[src/rtl/uart_pkg.sv]
// Shared types and helpers for the buffered UART transmitter.
//   tx_state_e : transmitter FSM states
//   parity_e   : parity modes decoded from the PARITY_BIT string
//   calc_div   : clock cycles per bit for a given clock and baud rate
package uart_pkg;

  typedef enum logic [2:0] {IDLE, START, DATA, PARITY, STOP} tx_state_e;

  typedef enum logic [1:0] {PAR_NONE, PAR_EVEN, PAR_ODD} parity_e;

  function automatic int calc_div(input int clk_freq, input int bps);
    return clk_freq / bps;
  endfunction

endpackage

[src/rtl/uart_sync_fifo.sv]
// Single-clock FIFO with occupancy level.
//   clk, rst_n    : clock, async active-low reset
//   push, wdata   : write (ignored while full)
//   pop, rdata    : read (ignored while empty); rdata shows the head word
//   full, empty   : occupancy flags
//   level         : words currently stored, 0..DEPTH
module uart_sync_fifo #(
  parameter int WIDTH = 8,
  parameter int DEPTH = 8
) (
  input  logic                     clk,
  input  logic                     rst_n,
  input  logic                     push,
  input  logic [WIDTH-1:0]         wdata,
  input  logic                     pop,
  output logic [WIDTH-1:0]         rdata,
  output logic                     full,
  output logic                     empty,
  output logic [$clog2(DEPTH):0]   level
);

  localparam int AW = $clog2(DEPTH);
  localparam int LW = AW + 1;

  if (DEPTH < 2 || (DEPTH & (DEPTH - 1)) != 0) begin : g_bad_depth
    $error("uart_sync_fifo: DEPTH must be a power of 2 and at least 2");
  end

  logic [WIDTH-1:0] mem_q [DEPTH];
  logic [AW-1:0]    wptr_q, wptr_d, rptr_q, rptr_d;
  logic [LW-1:0]    level_q, level_d;
  logic             do_push, do_pop;

  assign full  = (level_q == LW'(DEPTH));
  assign empty = (level_q == '0);
  assign level = level_q;
  assign rdata = mem_q[rptr_q];

  always_comb begin
    do_push = push && !full;
    do_pop  = pop && !empty;
    wptr_d  = wptr_q + AW'(do_push);
    rptr_d  = rptr_q + AW'(do_pop);
    level_d = level_q + LW'(do_push) - LW'(do_pop);
  end

  always_ff @(posedge clk or negedge rst_n) begin
    if (!rst_n) begin
      wptr_q  <= '0;
      rptr_q  <= '0;
      level_q <= '0;
    end else begin
      wptr_q  <= wptr_d;
      rptr_q  <= rptr_d;
      level_q <= level_d;
    end
  end

  // Storage needs no reset: pointers define which entries are valid.
  always_ff @(posedge clk) begin
    if (do_push) mem_q[wptr_q] <= wdata;
  end

endmodule

[src/rtl/uart_tx_fifo.sv]
// Buffered UART transmitter: valid/ready write port into a FIFO, frames
// serialised back-to-back (start, FRAME_WD data bits LSB first, optional
// parity, STOP_BITS stop bits), each bit DIV = CLK_FREQUENCE/BPS cycles.
//   clk, rst_n  : clock, async active-low reset
//   s_valid/s_data/s_ready : write stream, s_ready = !full
//   fifo_level  : words buffered
//   tx_busy     : a frame (or break) is on the line
//   tx_done     : pulse in the last cycle of each frame's final stop bit
//   uart_tx     : registered serial line, idle high
// Optional: define UART_TX_BREAK_EN to add input break_req, which holds the
// line low between frames and guarantees one idle bit time after release.
module uart_tx_fifo
  import uart_pkg::*;
#(
  parameter int    CLK_FREQUENCE = 50_000_000,
  parameter int    BPS           = 115_200,
  parameter string PARITY_BIT    = "NONE",
  parameter int    FRAME_WD      = 8,
  parameter int    STOP_BITS     = 1,
  parameter int    FIFO_DEPTH    = 8
) (
  input  logic                          clk,
  input  logic                          rst_n,
  input  logic                          s_valid,
  input  logic [FRAME_WD-1:0]           s_data,
  output logic                          s_ready,
  output logic [$clog2(FIFO_DEPTH):0]   fifo_level,
  output logic                          tx_busy,
  output logic                          tx_done,
`ifdef UART_TX_BREAK_EN
  input  logic                          break_req,
`endif
  output logic                          uart_tx
);

  localparam int      DIV   = calc_div(CLK_FREQUENCE, BPS);
  localparam int      BW    = (DIV > 2) ? $clog2(DIV) : 1;
  localparam parity_e PMODE = (PARITY_BIT == "EVEN") ? PAR_EVEN :
                              (PARITY_BIT == "ODD")  ? PAR_ODD  : PAR_NONE;
  localparam logic [BW-1:0] BAUD_LAST = BW'(DIV - 1);
  localparam logic [3:0]    DATA_LAST = 4'(FRAME_WD - 1);
  localparam logic [3:0]    STOP_LAST = 4'(STOP_BITS - 1);

  if (DIV < 2) begin : g_bad_div
    $error("uart_tx_fifo: CLK_FREQUENCE/BPS must be at least 2");
  end
  if (FRAME_WD < 5 || FRAME_WD > 9) begin : g_bad_wd
    $error("uart_tx_fifo: FRAME_WD must be 5..9");
  end
  if (STOP_BITS != 1 && STOP_BITS != 2) begin : g_bad_stop
    $error("uart_tx_fifo: STOP_BITS must be 1 or 2");
  end
  if (PARITY_BIT != "NONE" && PARITY_BIT != "EVEN" && PARITY_BIT != "ODD") begin : g_bad_par
    $error("uart_tx_fifo: PARITY_BIT must be NONE, EVEN or ODD");
  end

  tx_state_e           state_q, state_d;
  logic [BW-1:0]       baud_q, baud_d;
  logic [3:0]          bit_q, bit_d;
  logic [FRAME_WD-1:0] shift_q, shift_d;
  logic                par_q, par_d;
  logic                tx_q, tx_d, busy_q, busy_d, done_q, done_d;
  logic                brk_q, brk_d;
  logic                pop, baud_end, hold, fifo_empty, fifo_full;
  logic [FRAME_WD-1:0] fifo_rdata;

  uart_sync_fifo #(.WIDTH(FRAME_WD), .DEPTH(FIFO_DEPTH)) u_fifo (
    .clk   (clk),
    .rst_n (rst_n),
    .push  (s_valid),
    .wdata (s_data),
    .pop   (pop),
    .rdata (fifo_rdata),
    .full  (fifo_full),
    .empty (fifo_empty),
    .level (fifo_level)
  );

  assign s_ready = !fifo_full;
  assign uart_tx = tx_q;
  assign tx_busy = busy_q;
  assign tx_done = done_q;

  always_comb begin
    state_d  = state_q;
    baud_d   = baud_q;
    bit_d    = bit_q;
    shift_d  = shift_q;
    par_d    = par_q;
    brk_d    = brk_q;
    pop      = 1'b0;
    done_d   = 1'b0;
    baud_end = (baud_q == BAUD_LAST);
    // Line and flags are derived from the current state and registered, so
    // they trail the state by one cycle; all three stay mutually aligned.
    busy_d   = (state_q != IDLE);
    tx_d     = 1'b1;
`ifdef UART_TX_BREAK_EN
    // brk_q marks the post-break recovery bit: no pop until it elapses.
    hold     = break_req || brk_q;
`else
    hold     = 1'b0;
`endif

    if (state_q != IDLE) baud_d = baud_end ? '0 : baud_q + BW'(1);

    case (state_q)
      IDLE: begin
        baud_d = '0;
`ifdef UART_TX_BREAK_EN
        if (break_req) begin
          tx_d   = 1'b0;
          busy_d = 1'b1;
          brk_d  = 1'b1;
        end else if (brk_q) begin
          baud_d = baud_end ? '0 : baud_q + BW'(1);
          if (baud_end) brk_d = 1'b0;
        end
`endif
        if (!hold && !fifo_empty) begin
          pop     = 1'b1;
          state_d = START;
        end
      end
      START: begin
        tx_d = 1'b0;
        if (baud_end) state_d = DATA;
      end
      DATA: begin
        tx_d = shift_q[0];
        if (baud_end) begin
          shift_d = shift_q >> 1;
          if (bit_q == DATA_LAST) begin
            bit_d   = '0;
            state_d = (PMODE == PAR_NONE) ? STOP : PARITY;
          end else begin
            bit_d = bit_q + 4'd1;
          end
        end
      end
      PARITY: begin
        tx_d = par_q;
        if (baud_end) state_d = STOP;
      end
      STOP: begin
        if (baud_end) begin
          if (bit_q == STOP_LAST) begin
            done_d = 1'b1;
            bit_d  = '0;
            // Chain straight into the next frame when a word is waiting.
            if (!hold && !fifo_empty) begin
              pop     = 1'b1;
              state_d = START;
            end else begin
              state_d = IDLE;
            end
          end else begin
            bit_d = bit_q + 4'd1;
          end
        end
      end
      default: state_d = IDLE;
    endcase

    if (pop) begin
      shift_d = fifo_rdata;
      par_d   = (PMODE == PAR_ODD) ? ~^fifo_rdata : ^fifo_rdata;
    end
  end

  always_ff @(posedge clk or negedge rst_n) begin
    if (!rst_n) begin
      state_q <= IDLE;
      baud_q  <= '0;
      bit_q   <= '0;
      shift_q <= '0;
      par_q   <= 1'b0;
      brk_q   <= 1'b0;
      tx_q    <= 1'b1;
      busy_q  <= 1'b0;
      done_q  <= 1'b0;
    end else begin
      state_q <= state_d;
      baud_q  <= baud_d;
      bit_q   <= bit_d;
      shift_q <= shift_d;
      par_q   <= par_d;
      brk_q   <= brk_d;
      tx_q    <= tx_d;
      busy_q  <= busy_d;
      done_q  <= done_d;
    end
  end

endmodule
[config.mk]
export PLATFORM = sky130hd
export DESIGN_NAME = uart_tx_fifo
export DESIGN_NICKNAME = d
export VERILOG_FILES = /design/src/rtl/uart_pkg.sv /design/src/rtl/uart_sync_fifo.sv /design/src/rtl/uart_tx_fifo.sv
export SDC_FILE = /design/constraint.sdc
export NUM_CORES = 1
export LEC_CHECK = 0
export CORE_MARGIN = 4
export CORE_UTILIZATION = 50
export DETAILED_ROUTE_END_ITERATION = 10
export MAX_ROUTING_LAYER = met4
export PLACE_DENSITY = 0.68
export SLEW_MARGIN = 40
export SYNTH_ARGS = -nofsm -noshare
export SYNTH_HDL_FRONTEND = slang
export SYNTH_SLANG_ARGS = --single-unit
export TNS_END_PERCENT = 1
[constraint.sdc]
create_clock -name clk -period 4.4 [get_ports clk]
set_input_delay 1.1 -clock clk [delete_from_list [all_inputs] [get_ports clk]]
set_output_delay 1.1 -clock clk [all_outputs]
set_load 0.005 [all_outputs]
==> run_results.csv, run 1 <==
group,metric,value,unit
status,outcome,"finished, final reports clean",
yosys,synthesized_nets,314,
timing,hold_viol,0,
yosys,synth.ff_latch_count,102,
placed_design,place.detailed.hpwl,4.83,mm
clock_network,clk_pin_slew,0.10,ns
timing,final-max-slew-violation-count,0,
yosys,post_synth_fa_ha_maj_area_fraction,0.0412,
timing,max_slew_headroom,0.522,
power_and_ir_drop,p_per_area,438,nW/um^2
timing,post-route-min-period,3.31,ns
worst_setup_path,critical_path_arrival,3.56,ns
clock_network,root_buffer,"clkbuf_8",
yosys,synth_top_family_by_area,"multiplexers",
timing,timing_worst_slew_pin_value,0.717,ns
yosys,ys_async_sr_fraction,0.373,
clock_network,ctsResizeCount,0,
min_path,min_path_type,"flip-flop to flip-flop",
finish,most-common-layout-cells,"edfxtp_1, dfrtp_1, nand2_1",
clock_network,cts_tree,"yes",
clock_network,cts-buffers-inserted,9,
global_routing,grt_pass1_vias,2378,
worst_setup_path,timing.critical_path.slowest_stage_cell,"or2_2",
timing,final.setup.tns,0,ns
worst_setup_path,crit_buf_inv,2,
worst_setup_path,crit_path_cell_trace,"inv_1 -> ha_1 -> or3b_1 -> or4_1 -> nand2_1 -> nand2_1 -> or2_2 -> nand2_1 -> ha_1 -> inv_1 -> fa_1 -> xnor2_1",
job,maxCapViolCount,0,
yosys,post_synth_mux_area_share,0.129,
yosys,synth_top_flop_cell,"edfxtp_1",
timing,setup_viols_final,0,
timing,fin_clk_skew,0.0139,ns
floorplan,die_width,102,um
detailed_routing,drt-wirelength-per-cell,17.3,um
finish,layout.nets,335,
detailed_routing,initial_detailed_routing_violation_count,74,
finish,drive_above_1_share,0.124,
global_routing,grt_start_max_net_pins,39,
timing,rsz0062_at_grt,"false",
floorplan,floorplan.die_area,10400,sq um
placed_design,routability_congestion,0.775,
clock_network,cts_htree_levels,3,
detailed_routing,firstDrtPassIters,4,
clock_network,clock_path_buffers,2,
floorplan,initial_core_util,0.510,
worst_setup_path,crit_type,"flip-flop to flip-flop",
detailed_routing,detail-route-antenna-nets,0,
power_and_ir_drop,leakagePower,0.00191,uW
global_routing,grt_remaining_overflow,0,
yosys,netlist_instances,289,
clock_network,cts_setup_buffers,0,
worst_setup_path,critPathLaunchType,"flip-flop",
floorplan,row_count,34,
floorplan,core-area,8680,sq um
yosys,post_synth_xor_xnor_area,0.0390,
global_routing,antenna_found_initial,0,
detailed_routing,finalWirelength,7.31,mm
power_and_ir_drop,power,2150,uW
power_and_ir_drop,vdd_drop_max,0.265,mV
detailed_routing,overall_via_count_from_detail_route,2299,
detailed_routing,drt_drc_violations_left,0,
yosys,synth.lib_cells_used.distinct,44,
finish,layout-area-overhead-vs-synth,11.0,%
worst_setup_path,required,4.66,ns
placed_design,buffer_ports.inserted,18,
worst_setup_path,worstPathMaxFanout,22,
clock_network,worst_skew_pair.late_latency,0.37,ns
timing,layout_worst_path_cycle_share,0.751,
yosys,synth_compound_gate_area_share,0.0336,
floorplan,die_height,102,um
clock_network,cts.sinks,102,
detailed_routing,post_drt_via_cell_ratio,5.43,
clock_network,cts.hold.buffers_added,0,
finish,most_common_library_cell_in_the_layout_ignoring_fill_and_taps,"edfxtp_1",
yosys,average_cell_area_after_synthesis,15.3,sq um
yosys,synth-edff-count,64,
worst_setup_path,end_kind,"flip-flop",
finish,n_antenna_cell,0,
global_routing,grt_pass1_wl,12.2,mm
yosys,synthSimpleGateAreaFrac,0.0825,
floorplan,io_pins,19,
global_routing,global_route.usage.total,0.162,
worst_setup_path,cpPeakStageDelay,0.47,ns
timing,f_max,303,MHz
yosys,synth.yosys.warnings,0,
yosys,sequential_cell_area_fraction_in_the_yosys_report,0.649,
worst_setup_path,worst_path_most_repeated_cell,"nand2_1",
yosys,mappedNetlistArea,4430,sq um
worst_setup_path,cp_top_family,"simple AND/OR/NAND/NOR gates",
-- kinds of logic after synthesis --
kind of cell | Yosys count
buf+inv | 23
fa+ha+maj | 14
xor+xnor | 18
simple gates | 78
mux | 31
compound gates | 23
flops | 102
-- stage by stage --
step           utilization  hold WS [ns]  area [sq um]  setup WS, ns  std cells
2_1_floorplan            -         0.452          4430          1.70        289
3_3_place_gp         0.540         0.462          4690          1.16        407
3_5_place_dp         0.542         0.468          4700          1.10        407
4_1_cts              0.566         0.491          4910          1.07        423
5_1_grt              0.566         0.516          4910         0.831        423
6_report             0.566         0.487          4910          1.09        423
-- cell type report --
class                           instances  area [sq um]
Inverter                               13          48.8
Fill cell                             685          3760
Sequential cell                       102          2880
Clock buffer                            9           124
Timing Repair Buffer                   20           193
Tap cell                              108           135
Clock inverter                          7          83.8
Multi-Input combinational cell        164          1460
-- worst reg2reg max path, cell delays in order (launching register included) --
cell	delay, ns
dfrtp_1	0.41
inv_1	0.10
ha_1	0.16
or3b_1	0.36
or4_1	0.46
nand2_1	0.10
nand2_1	0.37
or2_2	0.47
nand2_1	0.07
ha_1	0.16
inv_1	0.05
fa_1	0.37
xnor2_1	0.14
-- Yosys cell counts, types with 2 or more instances --
master	number	area [sq um]
nor3b_1	2	15.0
xnor2_2	2	32.5
nor2_1	23	86.3
a21oi_1	2	10.0
o221ai_1	2	17.5
ha_1	13	163
nand2_1	25	93.8
nand2b_1	5	31.3
nand3_1	6	30.0
edfxtp_1	64	1920
mux4_1	14	368
nor3_1	3	15.0
dfrtp_1	37	926
o21ai_0	9	45.0
nor2b_1	2	12.5
mux2i_1	9	90.1
a21o_1	3	22.5
mux2_2	6	67.6
clkbuf_1	4	15.0
xor2_1	6	52.6
or3_1	4	25.0
buf_2	4	20.0
inv_1	13	48.8
mux4_2	2	45.0
xnor2_1	10	87.6
-- report_power, final --
| part | total, uW | internal, uW | switching, uW |
|---|---|---|---|
| combinational | 362 | 166 | 195 |
| clock | 588 | 229 | 359 |
| sequential | 1200 | 1150 | 51.6 |
| total | 2150 | 1540 | 606 |
-- final timing paths --
path	start	end	slack (ns)	cells after the start
max	bit_q[0]$_DFFE_PN0P_	u_fifo.level[2]$_DFF_PN0_	1.09	12
min	par_q$_DFFE_PN0N_	par_q$_DFFE_PN0N_	0.49	2
max reg2reg	bit_q[0]$_DFFE_PN0P_	u_fifo.level[2]$_DFF_PN0_	1.09	12
min reg2reg	par_q$_DFFE_PN0N_	par_q$_DFFE_PN0N_	0.49	2
max in group asynchronous	rst_n	u_fifo.rptr_q[0]$_DFF_PN0_	3.35	1
min in group asynchronous	rst_n	bit_q[3]$_DFFE_PN0P_	0.69	1
-- sequential cells by signal, indices dropped and copies added, names as in the netlist --
register	cells
u_fifo.mem_q	64
baud_q	9
shift_q	8
bit_q	4
u_fifo.level	4
state_q	3
u_fifo.rptr_q	3
u_fifo.wptr_q	3
par_q	1
tx_busy	1
tx_done	1
uart_tx	1
-- layer usage --
metal,global-route usage,up-vias,part of all wire
li1,-,1111,-
met1,0.186,1150,0.43
met2,0.274,30,0.53
met3,0.0444,8,0.030
met4,0.0565,0,0.011
met5,-,-,0
No activity file was read; power rests on OpenSTA's default activity.
==> run 2: changes to the inputs <==
PLACE_DENSITY = 0.7   (was 0.68)
clock period = 2.7 ns   (was 4.4 ns; I/O delays follow)
==> run_results.csv, run 2 (synthesis gave the netlist of run 1 again) <==
group,metric,value,unit
finish,layout.nets,350,
finish,biggest_registers_after_layout,"u_fifo.mem_q: 64 flops, baud_q: 9 flops, shift_q: 8 flops",
power_and_ir_drop,p_per_area,692,nW/um^2
worst_setup_path,worstPathMaxFanout,3,
timing,timing.final.ws_setup,-0.00829,ns
worst_setup_path,crit_buf_inv,3,
timing,setup_viols_final,2,
detailed_routing,overall_via_count_from_detail_route,2322,
detailed_routing,drt-wirelength-per-cell,16.1,um
timing,post-route-min-period,2.71,ns
timing,layout_worst_path_cycle_share,1.00,
power_and_ir_drop,vdd_drop_max,0.381,mV
finish,most_common_library_cell_in_the_layout_ignoring_fill_and_taps,"edfxtp_1",
worst_setup_path,required,2.97,ns
worst_setup_path,critPathLaunchType,"flip-flop",
placed_design,place.detailed.hpwl,4.56,mm
finish,largest_register_ff_count,64,
worst_setup_path,timing.critical_path.slowest_stage_cell,"fa_1",
worst_setup_path,end_kind,"flip-flop",
placed_design,routability_congestion,0.828,
timing,final-max-slew-violation-count,0,
timing,f_max,369,MHz
floorplan,core-area,8680,sq um
global_routing,grt_pass1_wl,11.5,mm
status,failing_checks,"setup timing",
clock_network,cts.hold.buffers_added,0,
floorplan,floorplan.die_area,10400,sq um
finish,final_core_util,0.578,
floorplan,io_pins,19,
timing,hold_viol,0,
finish,most-common-layout-cells,"edfxtp_1, dfrtp_1, nand2_1",
clock_network,cts_htree_levels,3,
worst_setup_path,crit_type,"flip-flop to flip-flop",
worst_setup_path,crit_path_cell_trace,"inv_1 -> ha_1 -> or3b_1 -> or4_4 -> nand2_1 -> nand2_1 -> or2_4 -> nand2_1 -> ha_1 -> inv_1 -> fa_1 -> inv_1",
power_and_ir_drop,leakagePower,0.00199,uW
clock_network,cts_tree,"yes",
detailed_routing,post_drt_via_cell_ratio,5.30,
min_path,min_path_type,"primary input to async pin",
finish,layout-area-overhead-vs-synth,13.2,%
global_routing,grt_pass1_vias,2309,
detailed_routing,initial_detailed_routing_violation_count,56,
worst_setup_path,critical_path_arrival,2.97,ns
timing,fin_clk_skew,0.0133,ns
floorplan,die_width,102,um
global_routing,grt_start_max_net_pins,39,
worst_setup_path,cpPeakStageDelay,0.48,ns
finish,n_antenna_cell,0,
floorplan,die_height,102,um
status,outcome,"finished with violations",
finish,registers.top_by_ff_count,"u_fifo.mem_q",
timing,timing_worst_slew_pin_value,0.634,ns
placed_design,setup_slack_placement,-0.0634,ns
timing,max_slew_headroom,0.574,
global_routing,grt_remaining_overflow,0,
detailed_routing,detail-route-antenna-nets,0,
clock_network,worst_skew_pair.late_latency,0.36,ns
global_routing,antenna_found_initial,0,
global_routing,global_route.usage.total,0.155,
detailed_routing,firstDrtPassIters,4,
timing,rsz0062_at_grt,"true",
floorplan,initial_core_util,0.510,
floorplan,row_count,34,
worst_setup_path,cp_top_family,"simple AND/OR/NAND/NOR gates",
finish,drive_above_1_share,0.145,
detailed_routing,finalWirelength,7.05,mm
clock_network,clock_path_buffers,2,
clock_network,cts-buffers-inserted,9,
clock_network,cts.sinks,102,
placed_design,buffer_ports.inserted,18,
clock_network,clk_pin_slew,0.10,ns
detailed_routing,drt_drc_violations_left,0,
finish,fill_cells,705,
clock_network,root_buffer,"clkbuf_8",
job,maxCapViolCount,0,
[run 2: what timing repair did]
| action | in CTS | in global routing |
|---|---|---|
| gates resized for setup | 1 | 0 |
| setup endpoints to repair | 3 | 3 |
| cloned | 0 | 0 |
| buffers inserted | 0 | 0 |
[run 2: worst paths after layout]
check / start / endpoint / slack [ns] / depth (start not counted)
worst max-delay path: bit_q[0]$_DFFE_PN0P_ / u_fifo.level[1]$_DFF_PN0_ / -0.008 / 12
worst min-delay path: rst_n / bit_q[3]$_DFFE_PN0P_ / 0.26 / 1
worst max register to register: bit_q[0]$_DFFE_PN0P_ / u_fifo.level[1]$_DFF_PN0_ / -0.008 / 12
worst min register to register: par_q$_DFFE_PN0N_ / par_q$_DFFE_PN0N_ / 0.48 / 2
max in group asynchronous: rst_n / uart_tx$_DFF_PN1_ / 2.07 / 1
min in group clk: par_q$_DFFE_PN0N_ / par_q$_DFFE_PN0N_ / 0.48 / 2
[run 2: per-stage QoR]
stage / TNS (ns) / hold slack, ns / std cells / total power [uW] / cell area [sq um]
floorplan: 0 / 0.379 / 289 / 2330 / 4430
global placement: -0.0341 / 0.465 / 422 / 2580 / 4820
detailed placement: -0.145 / 0.467 / 422 / 2600 / 4820
CTS: -0.0417 / 0.263 / 438 / 3520 / 5010
global route: -0.336 / 0.284 / 438 / 3670 / 5010
finish: -0.0165 / 0.265 / 438 / 3470 / 5010
[run 2: final cells by class]
cell class	instances	area, sq um	share of cell area
flip-flops and latches	102	2870	0.573
inverters	13	48.8	0.00974
repair buffers	35	318	0.0634
clock inverters	7	66.3	0.0132
clock buffers	9	124	0.0247
well taps	108	135	0.0270
multi-input cells	164	1450	0.289
[run 2: per-layer routing]
metal  share of wire  vias to the layer above  global-route usage
li1                -                     1140                   -
met1            0.45                     1146               0.187
met2            0.51                       30               0.257
met3           0.027                        6              0.0375
met4           0.012                        0              0.0515
met5               0                        -                   -
[run 2: where the power goes]
part	switching, uW	total (uW)	internal, uW
Sequential	83.5	1950	1870
Combinational	307	597	290
Clock	560	918	358
